<file path="src/rtl/cla_nibble_sequencer.sv">
// Nibble-serial add/subtract engine built around one 4-bit carry-lookahead
// adder. Wide operands are processed one nibble per clock, least significant
// nibble first, with the inter-nibble carry held in a register.

// 4-bit carry-lookahead adder; c[i] is the carry out of bit i.
module cla4 (
  input  logic [3:0] a,
  input  logic [3:0] b,
  input  logic       cin,
  output logic [3:0] s,
  output logic [3:0] c
);

  logic [3:0] g;
  logic [3:0] p;

  // Generate/propagate terms and fully expanded lookahead carries.
  always_comb begin
    g    = a & b;
    p    = a ^ b;
    c[0] = g[0] | (p[0] & cin);
    c[1] = g[1] | (p[1] & g[0]) | (p[1] & p[0] & cin);
    c[2] = g[2] | (p[2] & g[1]) | (p[2] & p[1] & g[0]) | (p[2] & p[1] & p[0] & cin);
    c[3] = g[3] | (p[3] & g[2]) | (p[3] & p[2] & g[1]) | (p[3] & p[2] & p[1] & g[0])
         | (p[3] & p[2] & p[1] & p[0] & cin);
    s    = p ^ {c[2:0], cin};
  end

endmodule

// state | meaning
// IDLE  | waiting for a request, start_ready high
// RUN   | one nibble per clock through the shared cla, idx = nibble in flight
// DONE  | result and flags held, done_valid high until done_ready
module cla_nibble_sequencer #(
  parameter int NIBBLES = 4
) (
  input  logic                 clk,
  input  logic                 rst,
  input  logic                 start_valid,
  output logic                 start_ready,
  input  logic [4*NIBBLES-1:0] op_a,
  input  logic [4*NIBBLES-1:0] op_b,
  input  logic                 op_cin,
  input  logic                 sub,
  output logic                 busy,
  output logic [4*NIBBLES-1:0] result,
  output logic                 cout,
  output logic                 overflow,
  output logic                 done_valid,
  input  logic                 done_ready
);

  localparam int W  = 4 * NIBBLES;
  localparam int IW = (NIBBLES > 1) ? $clog2(NIBBLES) : 1;
  localparam logic [IW-1:0] LAST_IDX = IW'(NIBBLES - 1);

  typedef enum logic [1:0] {
    IDLE = 2'd0,
    RUN  = 2'd1,
    DONE = 2'd2
  } state_t;

  state_t        state;
  logic [W-1:0]  a_r;
  logic [W-1:0]  b_r;
  logic          carry_r;
  logic [IW-1:0] idx;

  logic [3:0]    nib_a;
  logic [3:0]    nib_b;
  logic [3:0]    nib_s;
  logic [3:0]    nib_c;

  // Select the nibble currently in flight from the latched operands.
  always_comb begin
    nib_a = a_r[4*idx +: 4];
    nib_b = b_r[4*idx +: 4];
  end

  cla4 u_cla (
    .a   (nib_a),
    .b   (nib_b),
    .cin (carry_r),
    .s   (nib_s),
    .c   (nib_c)
  );

  // Handshake status depends on state only, never on an input.
  always_comb begin
    start_ready = (state == IDLE);
    busy        = (state != IDLE);
  end

  // Sequencer: latch operands on accept, ripple nibbles, hold the result.
  always_ff @(posedge clk) begin
    if (rst) begin
      state      <= IDLE;
      a_r        <= '0;
      b_r        <= '0;
      carry_r    <= 1'b0;
      idx        <= '0;
      result     <= '0;
      cout       <= 1'b0;
      overflow   <= 1'b0;
      done_valid <= 1'b0;
    end else begin
      case (state)
        IDLE: begin
          if (start_valid) begin
            a_r     <= op_a;
            // Subtraction is A + ~B + 1, so B is inverted once here.
            b_r     <= sub ? ~op_b : op_b;
            carry_r <= sub ? 1'b1 : op_cin;
            idx     <= '0;
            result  <= '0;
            state   <= RUN;
          end
        end
        RUN: begin
          result[4*idx +: 4] <= nib_s;
          carry_r            <= nib_c[3];
          if (idx == LAST_IDX) begin
            cout       <= nib_c[3];
            overflow   <= nib_c[2] ^ nib_c[3];
            done_valid <= 1'b1;
            state      <= DONE;
          end else begin
            idx <= idx + 1'b1;
          end
        end
        DONE: begin
          if (done_ready) begin
            done_valid <= 1'b0;
            state      <= IDLE;
          end
        end
        default: begin
          state      <= IDLE;
          done_valid <= 1'b0;
        end
      endcase
    end
  end

endmodule

</file>
<file path="config.mk">
export PLATFORM = sky130hd
export DESIGN_NAME = cla_nibble_sequencer
export DESIGN_NICKNAME = d
export VERILOG_FILES = /design/src/rtl/cla_nibble_sequencer.sv
export SDC_FILE = /design/constraint.sdc
export NUM_CORES = 1
export LEC_CHECK = 0
export ABC_CLOCK_PERIOD_IN_PS = 3500
export BUFFER_PORTS_ARGS = -buffer_cell sky130_fd_sc_hd__buf_2
export CAP_MARGIN = 20
export CORE_UTILIZATION = 40
export DETAILED_ROUTE_END_ITERATION = 7
export SLEW_MARGIN = 10
export SYNTH_ARGS = -nofsm -noshare
export SYNTH_HDL_FRONTEND = slang
export SYNTH_SLANG_ARGS = --single-unit
</file>
<file path="constraint.sdc">
create_clock -name clk -period 3.5 [get_ports clk]
set_input_delay 0.7 -clock clk [delete_from_list [all_inputs] [get_ports clk]]
set_output_delay 0.7 -clock clk [all_outputs]
set_load 0.02 [all_outputs]
</file>
==> impl_summary.log, run 1 <==
[metrics] worst endpoint required time: 3.70 ns
[metrics] master of the slowest instance on the critical path: dfxtp_1
[metrics] cell count along the critical path: 7
[metrics] sequential standard cell area: 0.00112 mm2
[metrics] cell accounting for the most synthesized area: dfxtp_1
[metrics] summed instance area of the synthesized netlist: 0.00264 mm2
[metrics] peak supply drop: 0.000309 V
[metrics] max_slew headroom: 64.3%
[metrics] clock input transition at the sequential cells of the worst setup and hold paths: 0.10 ns
[metrics] clock network fraction of design power: 28.3%
[metrics] transition time at the pin with the least slew margin: 0.534 ns
[metrics] via count of the first global-routing pass: 2,033
[metrics] number of H-tree branching levels: 2
[metrics] post-detail-place hpwl: 4080 um
[metrics] area fraction of the dominant cell type after synthesis: 42.5%
[metrics] final weighted congestion in routability-driven placement: 0.897
[metrics] worst clock skew: 0.00915 ns
[metrics] DR vias: 2,130
[metrics] I/O Pins: 59
[metrics] Total Wirelength: 5550 um
[metrics] number of instances resized during post-cts repair: 0
[metrics] unrepaired setup endpoints after global routing: false
[metrics] combinational cell fraction of total power: 17.7%
[metrics] power density of the placed cells: 422 mW/mm2
[metrics] # Post-CTS Setup Buffers: 0
[metrics] async set-reset flop share out of synthesis: 0%
[metrics] CTS Buf Count: 5
[metrics] most instantiated flip-flop cell in the synthesis netlist: dfxtp_1
[metrics] register-to-register setup slack: 0.69 ns
[metrics] Reg power frac: 53.9%
[metrics] average cell area after synthesis: 9.28 um2
[metrics] critical path arrival: 3.01 ns
[metrics] number of antenna violations at the first check in global routing: 0
[metrics] antenna diode count: 0
[metrics] number of nets in the synthesized netlist: 333
[metrics] Hold EP: a_r[3]
[metrics] Post-CTS Hold Fix Bufs: 0
[metrics] overflow left after global routing: 0
[metrics] Routed WL per cell: 13.5 um
[metrics] net total in the final layout: 383
[metrics] number of port buffers: 58
[metrics] worst-case hold slack: 0.462 ns
[metrics] utilization after layout: 48.1%
[metrics] beginning of the worst register-to-register path: idx[0]
[metrics] number of synthesis warnings: 0
[metrics] most common cell after layout, fill and taps aside: buf_2
[metrics] global router's overall resource usage: 16.6%
[metrics] Clk Latency, worst-skew pair: 0.30 ns
[metrics] cell types with the largest area share after synthesis: dfxtp_1 43%, mux4_2 6.8%, nand2_1 5.8%
[metrics] remaining number of nets flagged by the antenna check after routing: 0
[metrics] Critical Path Max Stage Delay: 0.63 ns
[metrics] Root Driver: clkbuf_8
[metrics] effective utilization at floorplan: 41.5%
[metrics] horizontal extent of the die: 83.2 um
[metrics] final critical-path share of the clock period: 80.3%
[metrics] worst r2r path cells: 7
[metrics] buffer and inverter count on the worst path: 1
[metrics] RR Endpoint: overflow
[metrics] Std-Cell Core Area: 0.00635 mm2
[metrics] site row count: 29
[metrics] number of inserted filler cells in the final layout: 640
[metrics] length of the first detailed-routing pass in iterations: 4
[metrics] crit path max fanout: 11
[metrics] switching share of power: 27.6%
[metrics] outcome: finished, final reports clean
[metrics] endpoint class of the critical path: flip-flop
[metrics] global-route wire length before repair: 9340 um
[metrics] endpoints failing setup: 0
[metrics] cell family with the largest share of critical-path delay: flip-flops
[metrics] type of element launching the critical path: flip-flop
[metrics] max-capacitance violation count: 0
[metrics] cell depth of the worst hold path: 2
[metrics] internal power of the cells: 933 uW
[metrics] aggregate negative setup slack: 0 ns
[metrics] final hold violation count: 0
[metrics] area of the multi-input gates: 0.00140 mm2
[metrics] worst hold path startpoint: a_r[3]
[metrics] Clock Tree Buf Depth: 2
[metrics] register bit count reported by yosys: 56
[metrics] Fmax: 0.356 GHz
[metrics] DRC marker count from the first detailed-route iteration: 64
[metrics] ratio of cells with drive above 1 in the final layout: 25.1%
[metrics] Layout Area Growth over Synthesis: 15.9%
[metrics] cell leakage power: 1.26 nW
[metrics] total DRC errors in the routed layout: 0
[metrics] distinct cell type count after synthesis: 42
[metrics] die height: 83.2 um
[metrics] sink count of the clock tree: 56
[metrics] classification of the worst-slack hold path: reg2reg
[metrics] die footprint: 0.00692 mm2
[metrics] final worst path period need: 2.81 ns
[metrics] maximum number of pins on one net before global-route repair: 50
[metrics] cell count after synthesis: 284
[metrics] highest-count cells in the layout ignoring fill and taps: 58 x buf_2, 56 x dfxtp_1, 41 x nand2_1
[metrics] critical path cell sequence: buf_4 -> mux4_2 -> ha_1 -> or2_1 -> a31oi_1 -> nor3_1 -> a2111oi_1
[metrics] EDFF count, synth: 0
[metrics] portion of the post-synthesis area used by sequential elements: 42.5%
[metrics] total count of max-transition violations in the final report: 0
[metrics] start-to-end type of the worst setup path: reg2reg
[metrics] net switching component of the power: 356 uW
[metrics] TritonCTS clock tree: done
[metrics] via density per instance: 5.17
[worst min-delay path: cells and delay by family, from the launching register on]
| family | cells | cell delay, ns |
|---|---|---|
| simple gates | 1 | 0.05 |
| flops | 1 | 0.32 |
| compound gates | 1 | 0.05 |
[cell families (layout without fill, tap and decap cells)]
logic type,count (synthesis),in the layout,share of synthesized area [%]
simple gates,96,96,16.8
compound gates,72,72,18.5
flops,56,56,42.5
buf+inv,24,75,4.18
xor+xnor,17,17,5.65
fa+ha+maj,11,11,5.51
mux,8,8,6.84
[sequential cells by signal, indices dropped and copies added, names as in the netlist]
name,cells
a_r,16
b_r,16
carry_r,1
cout,1
done_valid,1
idx,2
overflow,1
result,16
state,2
[final cells by class]
class	count	area share, %
Sequential cell	56	36.7
Multi-Input combinational cell	204	46.0
Inverter	5	0.615
Tap cell	77	3.15
Timing Repair Buffer	62	10.5
Clock inverter	1	0.246
Clock buffer	7	2.83
[per-layer routing]
metal	track usage [%]	routed length (um)	vias up
li1	-	-	1101
met1	21.8	2740	970
met3	3.58	265	4
met2	27.2	2500	55
met5	0	0	-
met4	5.17	40	0
[cell usage after synthesis, types with 2 or more instances]
cell / instances
a22oi_1: 9
ha_1: 10
buf_2: 10
a211oi_1: 17
xnor2_1: 16
nor2_1: 34
a21oi_1: 28
nand3_1: 6
and3_1: 2
a32o_1: 3
o21ai_0: 4
inv_1: 5
mux4_2: 8
a211o_1: 2
dfxtp_1: 56
nand2_1: 41
clkbuf_1: 8
[how the worst max path moves through the flow]
stage | to | startpoint | slack (ns)
after floorplan | overflow | idx[0] | 0.84
after detailed placement | overflow | idx[0] | 0.68
final | overflow | idx[0] | 0.69
after global placement | overflow | idx[0] | 0.71
after global routing | overflow | idx[0] | 0.49
after CTS | overflow | idx[0] | 0.66
[power by group through the flow]
stage               sequential [mW]  clock, mW  combinational, mW
floorplan                     0.702          0              0.170
global placement              0.711          0              0.228
detailed placement            0.711          0              0.229
CTS                           0.696      0.372              0.230
global route                  0.701      0.401              0.255
finish                        0.695      0.365              0.229
[per-stage QoR]
| stage | power [mW] | cells | cell area, um2 | setup slack, ns |
|---|---|---|---|---|
| after floorplan | 0.872 | 284 | 2640 | 0.837 |
| after global placement | 0.938 | 404 | 2960 | 0.711 |
| after detailed placement | 0.940 | 404 | 2960 | 0.681 |
| after CTS | 1.30 | 412 | 3050 | 0.660 |
| after global routing | 1.36 | 412 | 3050 | 0.492 |
| final | 1.29 | 412 | 3050 | 0.690 |
No activity file was read; power rests on OpenSTA's default activity.
==> run 2, diff against run 1 <==
--- a/config.mk
+++ b/config.mk
@@ -5,7 +5,8 @@
 export SDC_FILE = /design/constraint.sdc
 export NUM_CORES = 1
 export LEC_CHECK = 0
-export ABC_CLOCK_PERIOD_IN_PS = 3500
+export ABC_AREA = 1
+export ABC_CLOCK_PERIOD_IN_PS = 2680
 export BUFFER_PORTS_ARGS = -buffer_cell sky130_fd_sc_hd__buf_2
 export CAP_MARGIN = 20
 export CORE_UTILIZATION = 40
==> constraint.sdc (replaced) <==
create_clock -name clk -period 2.68 [get_ports clk]
set_input_delay 0.536 -clock clk [delete_from_list [all_inputs] [get_ports clk]]
set_output_delay 0.536 -clock clk [all_outputs]
set_load 0.02 [all_outputs]
==> run 2 against run 1 <==
Effect of this change:
- the run now ends with DRC left
- register-to-register slack got worse by 0.17 ns
- synthesized area increased by 4.3%
- sequential power grew 33%
- flip-flop and latch count is the same
- fmax up 30%
- via count rose by 12%
- global-route usage is 1.8 points higher
- clock power up 31%
==> impl_summary.log, run 2 <==
[metrics] worst clock skew: 0.00751 ns
[metrics] I/O Pins: 59
[metrics] # Post-CTS Setup Buffers: 0
[metrics] final hold violation count: 0
[metrics] clock input transition at the sequential cells of the worst setup and hold paths: 0.10 ns
[metrics] horizontal extent of the die: 84.9 um
[metrics] Std-Cell Core Area: 0.00649 mm2
[metrics] final weighted congestion in routability-driven placement: 0.857
[metrics] cell accounting for the most synthesized area: dfxtp_1
[metrics] number of instances resized during post-cts repair: 0
[metrics] via density per instance: 4.97
[metrics] effective utilization at floorplan: 42.3%
[metrics] post-route setup slack: 0.518 ns
[metrics] type of element launching the critical path: flip-flop
[metrics] crit path max fanout: 22
[metrics] register bit count reported by yosys: 56
[metrics] transition time at the pin with the least slew margin: 0.485 ns
[metrics] Routed WL per cell: 13.1 um
[metrics] number of port buffers: 58
[metrics] Post-CTS Hold Fix Bufs: 0
[metrics] DR vias: 2,380
[metrics] max_slew headroom: 67.7%
[metrics] endpoint class of the critical path: flip-flop
[metrics] DRC marker count from the first detailed-route iteration: 163
[metrics] number of synthesis warnings: 0
[metrics] TritonCTS clock tree: done
[metrics] cell leakage power: 1.37 nW
[metrics] unrepaired setup endpoints after global routing: false
[metrics] maximum number of pins on one net before global-route repair: 39
[metrics] cell types with the largest area share after synthesis: dfxtp_1 41%, nor2_1 10%, o21ai_0 6.4%
[metrics] most instantiated flip-flop cell in the synthesis netlist: dfxtp_1
[metrics] remaining number of nets flagged by the antenna check after routing: 0
[metrics] critical path cell sequence: inv_2 -> o21ai_0 -> o22ai_1 -> ha_1 -> nand3_1 -> nand3_1 -> xor2_1 -> nor2_1 -> nand3_1 -> a21oi_1
[metrics] number of inserted filler cells in the final layout: 665
[metrics] antenna diode count: 0
[metrics] number of nets in the synthesized netlist: 398
[metrics] final worst path period need: 2.16 ns
[metrics] aggregate negative setup slack: 0 ns
[metrics] worst endpoint required time: 2.92 ns
[metrics] peak supply drop: 0.000232 V
[metrics] most common cell after layout, fill and taps aside: nor2_1
[metrics] portion of the post-synthesis area used by sequential elements: 40.8%
[metrics] EDFF count, synth: 0
[metrics] Fmax: 0.463 GHz
[metrics] endpoints failing setup: 0
[metrics] start-to-end type of the worst setup path: reg2reg
[metrics] final critical-path share of the clock period: 80.7%
[metrics] violated checks: DRC
[metrics] global router's overall resource usage: 18.4%
[metrics] die footprint: 0.00721 mm2
[metrics] average cell area after synthesis: 7.88 um2
[metrics] net total in the final layout: 450
[metrics] register-to-register setup slack: 0.52 ns
[metrics] startpoint of the worst setup timing path: idx[0]
[metrics] number of H-tree branching levels: 2
[metrics] via count of the first global-routing pass: 2,186
[metrics] master of the slowest instance on the critical path: dfxtp_1
[metrics] dpl ws: 0.531 ns
[metrics] Root Driver: clkbuf_8
[metrics] die height: 84.9 um
[metrics] utilization after layout: 48.8%
[metrics] number of antenna violations at the first check in global routing: 0
[metrics] summed instance area of the synthesized netlist: 0.00275 mm2
[metrics] worst-case hold slack: 0.464 ns
[metrics] outcome: finished, violations left
[metrics] most frequent cell after synthesis: nor2_1
[metrics] Layout Area Growth over Synthesis: 15.3%
[metrics] largest registers: a_r: 16 flops, b_r: 16 flops, result: 16 flops
[metrics] highest-count cells in the layout ignoring fill and taps: 75 x nor2_1, 58 x buf_2, 56 x dfxtp_1
[metrics] total DRC errors in the routed layout: 3
[metrics] critical path arrival: 2.40 ns
[metrics] async set-reset flop share out of synthesis: 0%
[metrics] Critical Path Max Stage Delay: 0.34 ns
[metrics] beginning of the worst register-to-register path: idx[0]
[metrics] sink count of the clock tree: 56
[metrics] power density of the placed cells: 574 mW/mm2
[metrics] timing endpoint of the critical path: result[14]
[metrics] overflow left after global routing: 0
[metrics] length of the first detailed-routing pass in iterations: 7
[metrics] Post-synth top cells: 75 x nor2_1, 56 x dfxtp_1, 35 x o21ai_0
[metrics] Total Wirelength: 6280 um
[metrics] Clock Tree Buf Depth: 2
[metrics] cell count after synthesis: 349
[metrics] area fraction of the dominant cell type after synthesis: 40.8%
[metrics] post-detail-place hpwl: 4640 um
[metrics] total count of max-transition violations in the final report: 0
[metrics] distinct cell type count after synthesis: 36
[metrics] ratio of cells with drive above 1 in the final layout: 22.4%
[metrics] site row count: 29
[metrics] CTS Buf Count: 5
[metrics] classification of the worst-slack hold path: reg2reg
[metrics] global-route wire length before repair: 10,600 um
[metrics] most used cell along the critical path: nand3_1
[metrics] worst r2r path cells: 10
[metrics] Clk Latency, worst-skew pair: 0.31 ns
[metrics] RR Endpoint: result[14]
[metrics] max-capacitance violation count: 0
[run 2: worst min path at each step]
| stage | from | endpoint | slack (ns) | depth (start not counted) |
|---|---|---|---|---|
| 2_1_floorplan | a_r[10] | a_r[10] | 0.45 | 2 |
| 3_3_place_gp | result[4] | result[4] | 0.45 | 2 |
| 3_5_place_dp | result[9] | result[9] | 0.45 | 2 |
| 4_1_cts | op_a[3] | a_r[3] | 0.47 | 3 |
| 5_1_grt | op_a[10] | a_r[10] | 0.48 | 3 |
| 6_report | result[12] | result[12] | 0.46 | 2 |
[run 2: area by class of cell]
| class | instances | area, um2 | area share, % |
|---|---|---|---|
| Clock inverter | 1 | 7.51 | 0.237 |
| Tap cell | 77 | 96.3 | 3.04 |
| Clock buffer | 7 | 86.3 | 2.72 |
| Timing Repair Buffer | 64 | 348 | 11.0 |
| Inverter | 26 | 97.6 | 3.08 |
| Multi-Input combinational cell | 248 | 1410 | 44.6 |
| Sequential cell | 56 | 1120 | 35.4 |
[run 2: where the power goes]
part,internal [mW],switching [mW],total (mW),leakage [nW]
registers,0.886,0.0350,0.921,0.460
clock network,0.211,0.268,0.479,0.0445
logic,0.157,0.262,0.419,0.861
[run 2: layer usage]
metal / track usage, % / vias up / share of wire, %
li1: - / 1263 / -
met1: 27.6 / 1063 / 53
met2: 27.1 / 50 / 42
met3: 3.21 / 4 / 4.1
met4: 5.08 / 0 / 0.67
met5: 0 / - / 0
[run 2: kinds of logic (layout without fill, tap and decap cells)]
family / after synthesis / in the layout / synth area share, %
AO/OA/AOI/OAI: 90 / 90 / 19.5
XOR/XNOR: 18 / 18 / 5.74
adder cells (fa/ha/maj): 11 / 11 / 5.28
buffers and inverters: 45 / 98 / 7.78
flip-flops: 56 / 56 / 40.8
AND/OR/NAND/NOR: 129 / 129 / 20.9
[run 2: metrics by stage]
stage / power, mW / cell area, um2 / std cells
detailed placement: 1.36 / 3080 / 471
CTS: 1.83 / 3170 / 479
floorplan: 1.25 / 2750 / 349
global route: 1.92 / 3170 / 479
global placement: 1.35 / 3080 / 471
finish: 1.82 / 3170 / 479
[run 2: worst max-delay path: cells and delay by family, from the launching register on]
| family | cells | cell delay [ns] |
|---|---|---|
| AOI/OAI and AO/OA | 3 | 0.58 |
| xor gates and xnor gates | 1 | 0.16 |
| and+or+nand+nor | 4 | 0.45 |
| buffers and inverters | 1 | 0.26 |
| DFF | 1 | 0.34 |
| adders and majority gates | 1 | 0.31 |
==> run 3, diff against run 2 <==
--- a/config.mk
+++ b/config.mk
@@ -6,7 +6,7 @@
 export NUM_CORES = 1
 export LEC_CHECK = 0
 export ABC_AREA = 1
-export ABC_CLOCK_PERIOD_IN_PS = 2680
+export ABC_CLOCK_PERIOD_IN_PS = 2100
 export BUFFER_PORTS_ARGS = -buffer_cell sky130_fd_sc_hd__buf_2
 export CAP_MARGIN = 20
 export CORE_UTILIZATION = 40
==> constraint.sdc (replaced) <==
create_clock -name clk -period 2.1 [get_ports clk]
set_input_delay 0.42 -clock clk [delete_from_list [all_inputs] [get_ports clk]]
set_output_delay 0.42 -clock clk [all_outputs]
set_load 0.02 [all_outputs]
==> run 3 against run 2 <==
Effect of this change:
- the run still ends with DRC left
- critical path type unchanged
- power up 38%
- worst setup slack lost 0.47 ns
- combinational power grew 74%
- register-to-register slack got worse by 0.47 ns
- fmax grew 5.4%
- first-iteration DRC count shrank 39%
- final area is 11% higher
==> impl_summary.log, run 3 (synthesis gave the netlist of run 2 again) <==
[metrics] post-route cell area: 0.00352 mm2
[metrics] power density of the placed cells: 713 mW/mm2
[metrics] worst-case hold slack: 0.358 ns
[metrics] combinational cell fraction of total power: 28.9%
[metrics] number of H-tree branching levels: 2
[metrics] clock network fraction of design power: 24.1%
[metrics] Root Driver: clkbuf_8
[metrics] crit path max fanout: 5
[metrics] sink count of the clock tree: 56
[metrics] via count of the first global-routing pass: 2,241
[metrics] critical path cell sequence: buf_8 -> nor2_1 -> o22ai_4 -> ha_4 -> nand4_1 -> nand2_2 -> nand2_4 -> buf_4 -> nand4_1 -> a21oi_1
[metrics] Critical Path Max Stage Delay: 0.41 ns
[metrics] die height: 84.9 um
[metrics] number of port buffers: 58
[metrics] violated checks: DRC
[metrics] Std-Cell Core Area: 0.00649 mm2
[metrics] Routed WL per cell: 13.6 um
[metrics] global-route wire length before repair: 10,100 um
[metrics] overflow left after global routing: 0
[metrics] number of antenna violations at the first check in global routing: 0
[metrics] worst endpoint required time: 2.29 ns
[metrics] via density per instance: 5.09
[metrics] ratio of cells with drive above 1 in the final layout: 34.5%
[metrics] highest-count cells in the layout ignoring fill and taps: 67 x nor2_1, 58 x buf_2, 54 x dfxtp_1
[metrics] horizontal extent of the die: 84.9 um
[metrics] outcome: finished, violations left
[metrics] Fmax: 0.488 GHz
[metrics] beginning of the worst register-to-register path: idx[0]
[metrics] site row count: 29
[metrics] DRC marker count from the first detailed-route iteration: 100
[metrics] aggregate negative setup slack: 0 ns
[metrics] Reg power frac: 47.0%
[metrics] antenna diode count: 0
[metrics] Layout Area Growth over Synthesis: 28.2%
[metrics] die footprint: 0.00721 mm2
[metrics] CTS Buf Count: 5
[metrics] Clk Latency, worst-skew pair: 0.31 ns
[metrics] max-capacitance violation count: 0
[metrics] total DRC errors in the routed layout: 2
[metrics] dpl ws: -0.00902 ns
[metrics] clock input transition at the sequential cells of the worst setup and hold paths: 0.10 ns
[metrics] switching share of power: 32.0%
[metrics] net total in the final layout: 462
[metrics] total count of max-transition violations in the final report: 0
[metrics] post-detail-place hpwl: 4540 um
[metrics] DR vias: 2,501
[metrics] length of the first detailed-routing pass in iterations: 6
[metrics] Total Wirelength: 6670 um
[metrics] final hold violation count: 0
[metrics] most common cell after layout, fill and taps aside: nor2_1
[metrics] unrepaired setup endpoints after global routing: true
[metrics] master of the slowest instance on the critical path: dfxtp_4
[metrics] remaining number of nets flagged by the antenna check after routing: 0
[metrics] most used cell along the critical path: nand4_1
[metrics] peak supply drop: 0.000337 V
[metrics] final worst path period need: 2.05 ns
[metrics] largest registers: a_r: 16 flops, b_r: 16 flops, result: 16 flops
[metrics] critical path arrival: 2.24 ns
[metrics] net switching component of the power: 805 uW
[metrics] number of inserted filler cells in the final layout: 619
[metrics] internal power of the cells: 1.71 mW
[metrics] worst hold path startpoint: op_a[1]
[metrics] final critical-path share of the clock period: 97.6%
[metrics] type of element launching the critical path: flip-flop
[metrics] final weighted congestion in routability-driven placement: 0.874
[metrics] start-to-end type of the worst setup path: reg2reg
[metrics] endpoint class of the critical path: flip-flop
[metrics] endpoints failing setup: 0
[metrics] maximum number of pins on one net before global-route repair: 49
[metrics] post-route setup slack: 0.0498 ns
[metrics] TritonCTS clock tree: done
[metrics] effective utilization at floorplan: 42.3%
[metrics] transition time at the pin with the least slew margin: 0.487 ns
[metrics] startpoint of the worst setup timing path: idx[0]
[metrics] worst clock skew: 0.00446 ns
[metrics] Clock Tree Buf Depth: 2
[metrics] I/O Pins: 59
[metrics] placed cell areas: 0.00312 mm2
[metrics] cell leakage power: 1.49 nW
[metrics] global router's overall resource usage: 17.5%
[metrics] max_slew headroom: 67.5%
[metrics] classification of the worst-slack hold path: in2reg
==> run 3: cell count changes in the layout (fill, tap and decap cells not counted), moves of 6 or more <==
cell	before	now
buf_4	5	12
nor2_1	75	67
nor2_2	1	8
o21ai_0	35	23
o21ai_2	0	7
o22ai_1	8	2
==> run 3: worst paths after layout <==
check | end | slack, ns | depth (start not counted)
setup reg to reg | result[11] | 0.05 | 10
setup / recovery | result[11] | 0.05 | 10
hold reg to reg | result[12] | 0.46 | 2
hold / removal | a_r[1] | 0.36 | 3
==> run 3: critical path: cells and delay by family, from the launching register on <==
kind	cells	cell delay, ns
AO/OA/AOI/OAI	2	0.23
adder cells (fa/ha/maj)	1	0.30
buffers and inverters	2	0.28
flip-flops	1	0.41
AND/OR/NAND/NOR	5	0.71
==> run 3: layout make-up <==
| type | count | area [um2] | share of cell area [%] |
|---|---|---|---|
| clock buffer | 6 | 82.6 | 2.34 |
| clock inverter | 2 | 10.0 | 0.284 |
| inverter | 26 | 104 | 2.95 |
| multi-input combinational | 248 | 1620 | 46.0 |
| sequential | 56 | 1130 | 31.9 |
| tap | 77 | 96.3 | 2.73 |
| timing repair buffer | 76 | 483 | 13.7 |
==> run 3: layer usage <==
| layer | up-vias | global-route usage (%) | part of all wire [%] |
|---|---|---|---|
| li1 | 1290 | - | - |
| met1 | 1152 | 23.2 | 45 |
| met2 | 51 | 29.4 | 50 |
| met3 | 8 | 2.92 | 3.1 |
| met4 | 0 | 5.39 | 1.4 |
| met5 | - | 0 | 0 |
==> run 3: what timing repair did <==
action / in CTS / in global routing
hold endpoints to repair: 0 / 0
hold buffers: 0 / 0
gates cloned: 0 / 2
buffers inserted: 0 / 4
resized for setup: 3 / 62
endpoints found under the setup margin: 5 / 15
pin swaps: 0 / 19
==> run 3: metrics by stage <==
step | power (mW) | util, % | cells
floorplan | 1.59 | - | 349
global placement | 1.74 | 48.0 | 477
detailed placement | 1.75 | 48.0 | 477
CTS | 2.36 | 49.5 | 485
global route | 2.65 | 54.3 | 491
finish | 2.51 | 54.3 | 491
==> run 3: power by group through the flow <==
| stage | clock network, mW | registers, mW | logic [mW] |
|---|---|---|---|
| detailed placement | 0 | 1.20 | 0.555 |
| global route | 0.665 | 1.19 | 0.798 |
| CTS | 0.623 | 1.17 | 0.560 |
| floorplan | 0 | 1.20 | 0.397 |
| finish | 0.605 | 1.18 | 0.728 |
| global placement | 0 | 1.20 | 0.545 |
